==> src/rtl/frame_tx16.sv <==
// Byte-serial framer: each accepted 16-bit word goes out as HEAD, high byte, low byte
// with cs low, followed by GAP idle cycles; a one-word buffer queues the next word.
module frame_tx16 #(
    parameter logic [7:0] HEAD = 8'hCA,
    parameter int         GAP  = 1
) (
    input  logic        clk,
    input  logic        rst,
    input  logic        req,
    input  logic [15:0] d_in,
    output logic        rdy,
    output logic        cs,
    output logic [7:0]  d_out,
    output logic        done,
    output logic [7:0]  cnt
);

    typedef enum logic [2:0] {IDLE, HDR, HI, LO, GAPW} state_t;

    localparam logic [3:0] GAP_RELOAD = (GAP > 0) ? 4'(GAP - 1) : 4'd0;

    state_t      state, state_nxt;
    logic [15:0] sh, sh_nxt;
    logic [15:0] hold, hold_nxt;
    logic        buf_valid, buf_nxt;
    logic [3:0]  gcnt, gcnt_nxt;
    logic [7:0]  cnt_nxt;
    logic        cs_nxt, done_nxt;
    logic [7:0]  d_out_nxt;
    logic        acc;

    assign rdy = !buf_valid;

    always_comb begin
        acc       = req && !buf_valid;
        state_nxt = state;
        sh_nxt    = sh;
        hold_nxt  = hold;
        buf_nxt   = buf_valid;
        gcnt_nxt  = gcnt;
        cnt_nxt   = cnt;

        if (acc && state != IDLE) begin
            hold_nxt = d_in;
            buf_nxt  = 1'b1;
        end

        case (state)
            IDLE: begin
                if (acc) begin
                    sh_nxt    = d_in;
                    state_nxt = HDR;
                end else if (buf_valid) begin
                    // A word may land in the buffer on the very edge a frame ends
                    sh_nxt    = hold;
                    buf_nxt   = 1'b0;
                    state_nxt = HDR;
                end
            end
            HDR: state_nxt = HI;
            HI:  state_nxt = LO;
            LO: begin
                cnt_nxt = cnt + 8'd1;
                if (GAP > 0) begin
                    gcnt_nxt  = GAP_RELOAD;
                    state_nxt = GAPW;
                end else if (buf_valid) begin
                    sh_nxt    = hold;
                    buf_nxt   = 1'b0;
                    state_nxt = HDR;
                end else begin
                    state_nxt = IDLE;
                end
            end
            GAPW: begin
                if (gcnt == 4'd0) begin
                    if (buf_valid) begin
                        sh_nxt    = hold;
                        buf_nxt   = 1'b0;
                        state_nxt = HDR;
                    end else begin
                        state_nxt = IDLE;
                    end
                end else begin
                    gcnt_nxt = gcnt - 4'd1;
                end
            end
            default: state_nxt = IDLE;
        endcase

        // Outputs are registered, so derive them from the state being entered
        cs_nxt    = 1'b1;
        d_out_nxt = 8'h00;
        done_nxt  = 1'b0;
        case (state_nxt)
            HDR: begin
                cs_nxt    = 1'b0;
                d_out_nxt = HEAD;
            end
            HI: begin
                cs_nxt    = 1'b0;
                d_out_nxt = sh_nxt[15:8];
            end
            LO: begin
                cs_nxt    = 1'b0;
                d_out_nxt = sh_nxt[7:0];
                done_nxt  = 1'b1;
            end
            default: ;
        endcase
    end

    always_ff @(posedge clk) begin
        if (rst) begin
            state     <= IDLE;
            sh        <= 16'h0000;
            hold      <= 16'h0000;
            buf_valid <= 1'b0;
            gcnt      <= 4'd0;
            cnt       <= 8'd0;
            cs        <= 1'b1;
            d_out     <= 8'h00;
            done      <= 1'b0;
        end else begin
            state     <= state_nxt;
            sh        <= sh_nxt;
            hold      <= hold_nxt;
            buf_valid <= buf_nxt;
            gcnt      <= gcnt_nxt;
            cnt       <= cnt_nxt;
            cs        <= cs_nxt;
            d_out     <= d_out_nxt;
            done      <= done_nxt;
        end
    end

endmodule

==> config.mk <==
export PLATFORM = sky130hd
export DESIGN_NAME = frame_tx16
export DESIGN_NICKNAME = d
export VERILOG_FILES = /design/src/rtl/frame_tx16.sv
export SDC_FILE = /design/constraint.sdc
export NUM_CORES = 1
export LEC_CHECK = 0
export ABC_AREA = 1
export BUFFER_PORTS_ARGS = -buffer_cell sky130_fd_sc_hd__buf_2
export CAP_MARGIN = 0
export CELL_PAD_IN_SITES_DETAIL_PLACEMENT = 0
export CELL_PAD_IN_SITES_GLOBAL_PLACEMENT = 1
export CORE_AREA = 2 2 87 89
export DETAILED_ROUTE_END_ITERATION = 16
export DIE_AREA = 0 0 89 91
export HOLD_SLACK_MARGIN = 0.05
export PLACE_DENSITY_LB_ADDON = 0.1
export REMOVE_ABC_BUFFERS = 1
export SETUP_SLACK_MARGIN = 0.02
export SLEW_MARGIN = 25
export SYNTH_ARGS = -nofsm -noshare
export SYNTH_HDL_FRONTEND = slang
export SYNTH_SLANG_ARGS = --single-unit
==> constraint.sdc <==
create_clock -name clk -period 3.3 [get_ports clk]
set_input_delay 0.165 -clock clk [delete_from_list [all_inputs] [get_ports clk]]
set_output_delay 0.165 -clock clk [all_outputs]
set_load 0.02 [all_outputs]
# Word-level counts from Yosys, hierarchy flattened
# Index checks and enable logic that the tools add are counted.
# W data, S select, Z words.
# classes
n_reduce_logical,9
n_eq_ne,8
muxes,19
add_sub_neg,2
# op_table
cell,count
$mux W16,3
$pmux W16 S2,1
$pmux W8 S3,1
$pmux W3 S5,1
$eq A3 B2 Y1 const B,4
$mux W3,3
$add A8 B1 Y8 const B,1
$pmux W4 S2,1
$mux W1,7
$eq A3 B1 Y1 const B,2
$logic_not A4 Y1,1
$mux W4,1
$sub A4 B1 Y4 const B,1
$eq A3 B3 Y1 const B,1
$logic_not A3 Y1,1
$reduce_bool A3 Y1,1
$reduce_or A3 Y1,1
$logic_and A1 B1 Y1,2
$ne A2 B2 Y1 const B,1
$pmux W1 S2,1
$reduce_and A2 Y1,1
$reduce_bool A2 Y1,1
$logic_not A1 Y1,1
# word_totals
out_inout_bits,19
in_bits,19
ff_bits,58

# Longest topological paths before layout
# Gate-level depths: netlist (run 1).
# depth
depth_word,7
depth_mapped,9
mapped_depth_nobuf,9

# Least setup slack after synthesis (run 1)
# No wires, ideal clock.
# synth_timing
kind,register -> register
from,register state[0]
to,register cs
slack_ns,1.999
stages_incl_launch_ff,10
setup_ns,0.125
path_buffers,1
t_required_ns,3.175
period_less_slack_ns,1.301
arrival_time_ns,1.176
path_cell_list,dfxtp_1 buf_6 nor2_4 nand2_1 nor2_4 nand2_2 nand2_2 inv_1 nand2_1 nand2_1
# synth_between
elab_chain_cells,6
# synth_lines
item,line,source
from (decl),22,"state_t state, state_nxt;"
from (signal assigned),125,state <= state_nxt;
$mux W3,53,end else if (buf_valid) begin
$mux W3,50,if (acc) begin
$pmux W3 S5 *,48,case (state)
$eq A3 B2 Y1 / $eq A3 B1 Y1 (equally long branches),95,case (state_nxt)
$reduce_or A3 Y1 (no line) *,--,
$mux W1 *,95,
to (signal assigned),131,cs <= cs_nxt;
to (decl),12,"output logic cs,"
# Every way passes the cells marked *; elsewhere a longest branch is shown, timed or not.
# A chain may end at the register's enable or synchronous reset.

# Worst setup path in the final report (run 1)
# layout_timing
from,register buf_valid
to,register hold[12]
# layout_between
elab_chain_cells,3
# layout_lines
item,line,source
from (decl),25,"logic buf_valid, buf_nxt;"
from (signal assigned),128,buf_valid <= buf_nxt;
$logic_not A1 Y1,35,acc = req && !buf_valid;
$logic_and A1 B1 Y1,35,
$logic_and A1 B1 Y1,43,if (acc && state != IDLE) begin
to (signal assigned),127,hold <= hold_nxt;
to (decl),24,"logic [15:0] hold, hold_nxt;"
# No other way between the ends.

==> impl_metrics.yaml, run 1 <==
outcome:
  outcome: "finished, final reports clean"
synthesis:
  synth_top_area_share_pct: 42.0
  yosysWarnings: 0
  synthTopCellsByArea: "dfxtp_1 (42%), nand2_1 (15%), inv_1 (6.0%)"
  synthCells: 395
  synth.largest_area_cell: "dfxtp_1"
  yosysSeqAreaShare_pct: 42.0
  synth-seq-cells: 58
  synth_area_um2: 2760
  ys_types: 33
  syn_area_per_cell_um2: 6.99
power:
  power_frac_clock_pct: 34.9
  p_seq_share_pct: 44.7
  p_per_area_nw_per_um2: 567
  comb_power_share_pct: 20.3
  leakagePower_nw: 1.48
  p_int_mw: 1.24
  p_total_mw: 1.81
  max-vdd-ir-drop_mv: 0.221
  swShare_pct: 31.7
  p_sw_uw: 575
clock_tree:
  htree_levels: 3
  post_cts_buffers: 0
  clock_path_buffers: 2
  holdBufCountCts: 0
  cts_buffers: 9
  clk_pin_slew_ps: 70
  insertion_delay_ps: 330
  cts.sinks: 58
  cts_tree: "done"
  cts_resized: 0
  clockRootBuffer: "clkbuf_8"
sta:
  setup_violations: 0
  finalCriticalPeriod_ps: 1960
  drv_slew: 0
  rsz0062_at_grt: "no"
  setup-tns-final_ps: 0
  relSlewSlack_pct: 61.3
  finalCritPeriodShare_pct: 59.4
  hold_violations: 0
  max_freq_mhz: 510
  tightest_slew_ps: 580
  clock_skew_ps: 7.33
worst_setup_path:
  slowest_stage: "nand2_1"
  r2r_end: "hold[12]"
  endpoint_kind: "register"
  startpoint_type: "register"
  cp.depth: 7
  worst_path_largest_cell_delay_ps: 340
  cp.arrival_ps: 2230
  crit_end: "hold[12]"
  path_cells: "inv_2, nand2_1, inv_2, nand2_4, inv_2, o21ai_0, a21oi_1"
  crit_family: "buffers and inverters"
  startpoint: "buf_valid"
  path_max_fanout: 22
  r2r_start: "buf_valid"
  cp.required_ps: 3570
  path_buf_inv: 3
  crit_type: "register to register"
  rr_worst_depth: 7
  worst_path_most_repeated_cell: "inv_2"
  rrSetupSlack_ps: 1340
global_routing:
  grt_pass1_wl_um: 12000
  grt_usage_pct: 19.3
  grt_max_degree: 41
  antenna_found_initial: 0
  first_global_vias: 2453
  grt-ovfl-total: 0
finish:
  final_common_cell: "nand2_1"
  finalNonFillerCells: 534
  layout-drive-gt1-share_pct: 16.6
  ff_latch_area_um2: 1160
  nFillCells: 771
  final_util_pct: 44.8
  multi_input_area_um2: 1340
  area_growth_pct: 15.9
  num-nets-final: 453
  insertedDiodeCount: 0
  final_cell_mix: "nand2_1 (110), dfxtp_1 (58), inv_1 (44)"
  fin_area_um2: 3200
routing:
  drtIter0Drc: 95
  wl_per_cell_um: 13.2
  drc: 0
  drt-total-wl_um: 7060
  first_pass_iters: 4
  viasPerCell: 4.86
  vias: 2595
  ant_nets: 0
floorplan:
  rows: 31
  die_area_um2: 8100
  core_um2: 7140
  start_util_pct: 38.7
  io_pins: 38
  fp.dieW_um: 89
  die_h_um: 91
placement:
  place_congestion: 0.790
  place_area_um2: 3010
  dp_cells: 519
  dp_hpwl_um: 4920
  port_buffers: 37
hold_path:
  hold_class: "primary input to register"
job:
  maxCapViolCount: 0
-- logic make-up after synthesis --
logic type / share of synthesized area (%)
buffers and inverters: 9.38
adders and majority gates: 1.36
and+or+nand+nor: 32.9
AOI/OAI and AO/OA: 13.9
muxes: 0.362
DFF: 42.0
-- sequential cells by signal, summed over array words and instances (netlist names) --
signal,count
cs,1
sh,16
state,3
hold,16
gcnt,4
cnt,8
done,1
d_out,8
buf_valid,1
-- area by class of cell --
| type | count | share of cell area [%] |
|---|---|---|
| multi-input cells | 274 | 41.9 |
| well taps | 99 | 3.87 |
| flip-flops and latches | 58 | 36.3 |
| clock buffers | 14 | 5.71 |
| inverters | 49 | 5.75 |
| clock inverters | 1 | 0.235 |
| repair buffers | 39 | 6.25 |
-- layer usage --
layer / part of all wire (%) / vias up / wire (um) / GRT usage [%]
li1: - / 1364 / - / -
met1: 49 / 1176 / 3450 / 26.5
met2: 46 / 45 / 3250 / 29.5
met3: 3.5 / 10 / 246 / 3.64
met4: 1.7 / 0 / 119 / 7.96
met5: 0 / - / 0 / 0
-- worst min-delay path by stage --
stage	end	startpoint	slack (ps)	depth (start not counted)
6_report	hold[12]	d_in[12]	80	3
5_1_grt	hold[12]	d_in[12]	70	3
4_1_cts	hold[12]	d_in[12]	70	3
3_5_place_dp	hold[12]	d_in[12]	430	3
3_3_place_gp	hold[12]	d_in[12]	430	3
2_1_floorplan	buf_valid	rst	230	1
-- power groups by stage --
stage | clock (mW) | combinational (mW) | sequential, mW
after detailed placement | 0 | 0.373 | 0.828
after global routing | 0.691 | 0.425 | 0.820
after global placement | 0 | 0.372 | 0.828
after CTS | 0.648 | 0.375 | 0.812
after floorplan | 0 | 0.241 | 0.837
final | 0.634 | 0.369 | 0.812
-- tightest hold or removal path: stages --
cell and delay, ps:
buf_2 110, inv_1 40, a21oi_1 50
-- metrics by stage --
stage                     hold WS (ps)  worst slack (ps)
after floorplan                    234              1380
after global placement             426              1340
after detailed placement           427              1330
after CTS                         72.2              1290
after global routing              74.7              1070
final                             83.7              1340
-- Yosys cell counts, drive strengths merged --
library cell	n
nand3	32
nor3b	1
o31ai	3
a31oi	1
a22oi	2
and3	1
a21oi	25
dfxtp	58
nand4	7
o32ai	1
a211oi	8
o211ai	7
o21ai	18
mux2i	1
nor3	9
nand2	115
nor2	40
buf	10
inv	49
clkbuf	4
ha	3
No activity file was read; power rests on OpenSTA's default activity.
==> inputs of run 2 (changes only) <==
clock period = 2 ns   (was 3.3 ns; I/O delays follow)
==> impl_metrics.yaml, run 2 (synthesis results as in run 1) <==
clock_tree:
  clock_path_buffers: 2
  clk_pin_slew_ps: 70
  cts_tree: "done"
  cts.sinks: 58
  post_cts_buffers: 0
  htree_levels: 3
  clockRootBuffer: "clkbuf_8"
  insertion_delay_ps: 330
  cts_buffers: 9
global_routing:
  first_global_vias: 2464
  antenna_found_initial: 0
  grt_max_degree: 41
  grt_usage_pct: 19.1
  grt-ovfl-total: 0
  grt_pass1_wl_um: 11900
sta:
  relSlewSlack_pct: 57.8
  setup_violations: 0
  holdWs_ps: 80.1
  max_freq_mhz: 577
  clock_skew_ps: 10.6
  tightest_slew_ps: 632
  drv_slew: 0
  setup_ws_ps: 268
  rsz0062_at_grt: "no"
  hold_violations: 0
  finalCritPeriodShare_pct: 86.6
  finalCriticalPeriod_ps: 1730
  setup-tns-final_ps: 0
routing:
  ant_nets: 0
  met2_length_um: 3280
  wl_per_cell_um: 13.2
  topRoutingLayerUsed: "met4"
  drc: 0
  viasPerCell: 4.90
  first_pass_iters: 4
  wirelength_met1_um: 3540
  route.met3.wl_um: 261
  drtIter0Drc: 99
  drt-total-wl_um: 7230
  vias: 2687
worst_setup_path:
  crit_family: "flip-flops"
  worst_path_largest_cell_delay_ps: 550
  endpoint_kind: "register"
  path_buf_inv: 1
  cp.required_ps: 2270
  startpoint_type: "register"
  path_cells: "nor2_4, nand2_4, nand2_4, inv_2, o21ai_0, a21oi_1"
  slowest_stage: "dfxtp_1"
  crit_type: "register to register"
  path_max_fanout: 22
  worst_path_most_repeated_cell: "nand2_4"
  cp.arrival_ps: 2000
job:
  maxCapViolCount: 0
hold_path:
  hold_class: "primary input to register"
floorplan:
  start_util_pct: 38.7
  core_um2: 7140
  die_h_um: 91
  rows: 31
  fp.dieW_um: 89
  die_area_um2: 8100
  io_pins: 38
finish:
  ff_latch_area_um2: 1160
  final_util_pct: 46.4
  final_common_cell: "nand2_1"
  fin_area_um2: 3310
  area_growth_pct: 20.0
  insertedDiodeCount: 0
  reg_top3: "hold (16), sh (16)"
  finalNonFillerCells: 548
  final_cell_mix: "nand2_1 (110), dfxtp_1 (58), inv_1 (44)"
  nFillCells: 782
  num-nets-final: 467
  multi_input_area_um2: 1340
  layout-drive-gt1-share_pct: 16.7
placement:
  place_area_um2: 3030
  port_buffers: 37
  dp_hpwl_um: 4870
  dp_slack_ps: 295
  place_congestion: 0.832
  dp_cells: 522
power:
  p_total_mw: 2.93
  p_per_area_nw_per_um2: 885
  max-vdd-ir-drop_mv: 0.389
  leakagePower_nw: 1.54
outcome:
  outcome: "finished, final reports clean"
run 2: changes by cell type in the layout (fill, tap and decap cells not counted), sizes merged:
cell,before,now
buf,39,42
clkbuf,14,12
clkinv,0,3
clkinvlp,1,0
dlygate4sd3,0,11
run 2: path summary, 6_finish.rpt:
check	start	to	slack (ps)	cells after the start
max reg2reg	state[0]	hold[12]	270	6
min reg2reg	cnt[7]	cnt[7]	460	2
min	d_in[14]	hold[14]	80	3
max	state[0]	hold[12]	270	6
run 2: worst register-to-register path, stage by stage, from the launching register on:
cell     delay (ps)
dfxtp_1         550
nor2_4          120
nand2_4         220
nand2_4         130
inv_2           350
o21ai_0         150
a21oi_1         150
run 2: cell type report:
type	count	share of cell area, %
Sequential cell	58	35.0
Inverter	49	5.55
Clock buffer	12	4.68
Clock inverter	3	0.453
Tap cell	99	3.74
Timing Repair Buffer	53	10.0
Multi-Input combinational cell	274	40.5
run 2: per-layer routing:
| metal | global-route usage (%) | vias up |
|---|---|---|
| met5 | 0 | - |
| met1 | 26.1 | 1243 |
| li1 | - | 1386 |
| met2 | 29.2 | 47 |
| met3 | 3.18 | 11 |
| met4 | 8.71 | 0 |
run 2: timing repair:
item	CTS	global route
gates resized for setup	0	0
hold endpoints to repair	13	0
hold buffers	11	0
run 2: power breakdown:
part	switching (mW)	total, mW	internal, mW
registers	0.0698	1.34	1.27
clock network	0.456	0.960	0.504
logic	0.418	0.634	0.216
total	0.944	2.93	1.99
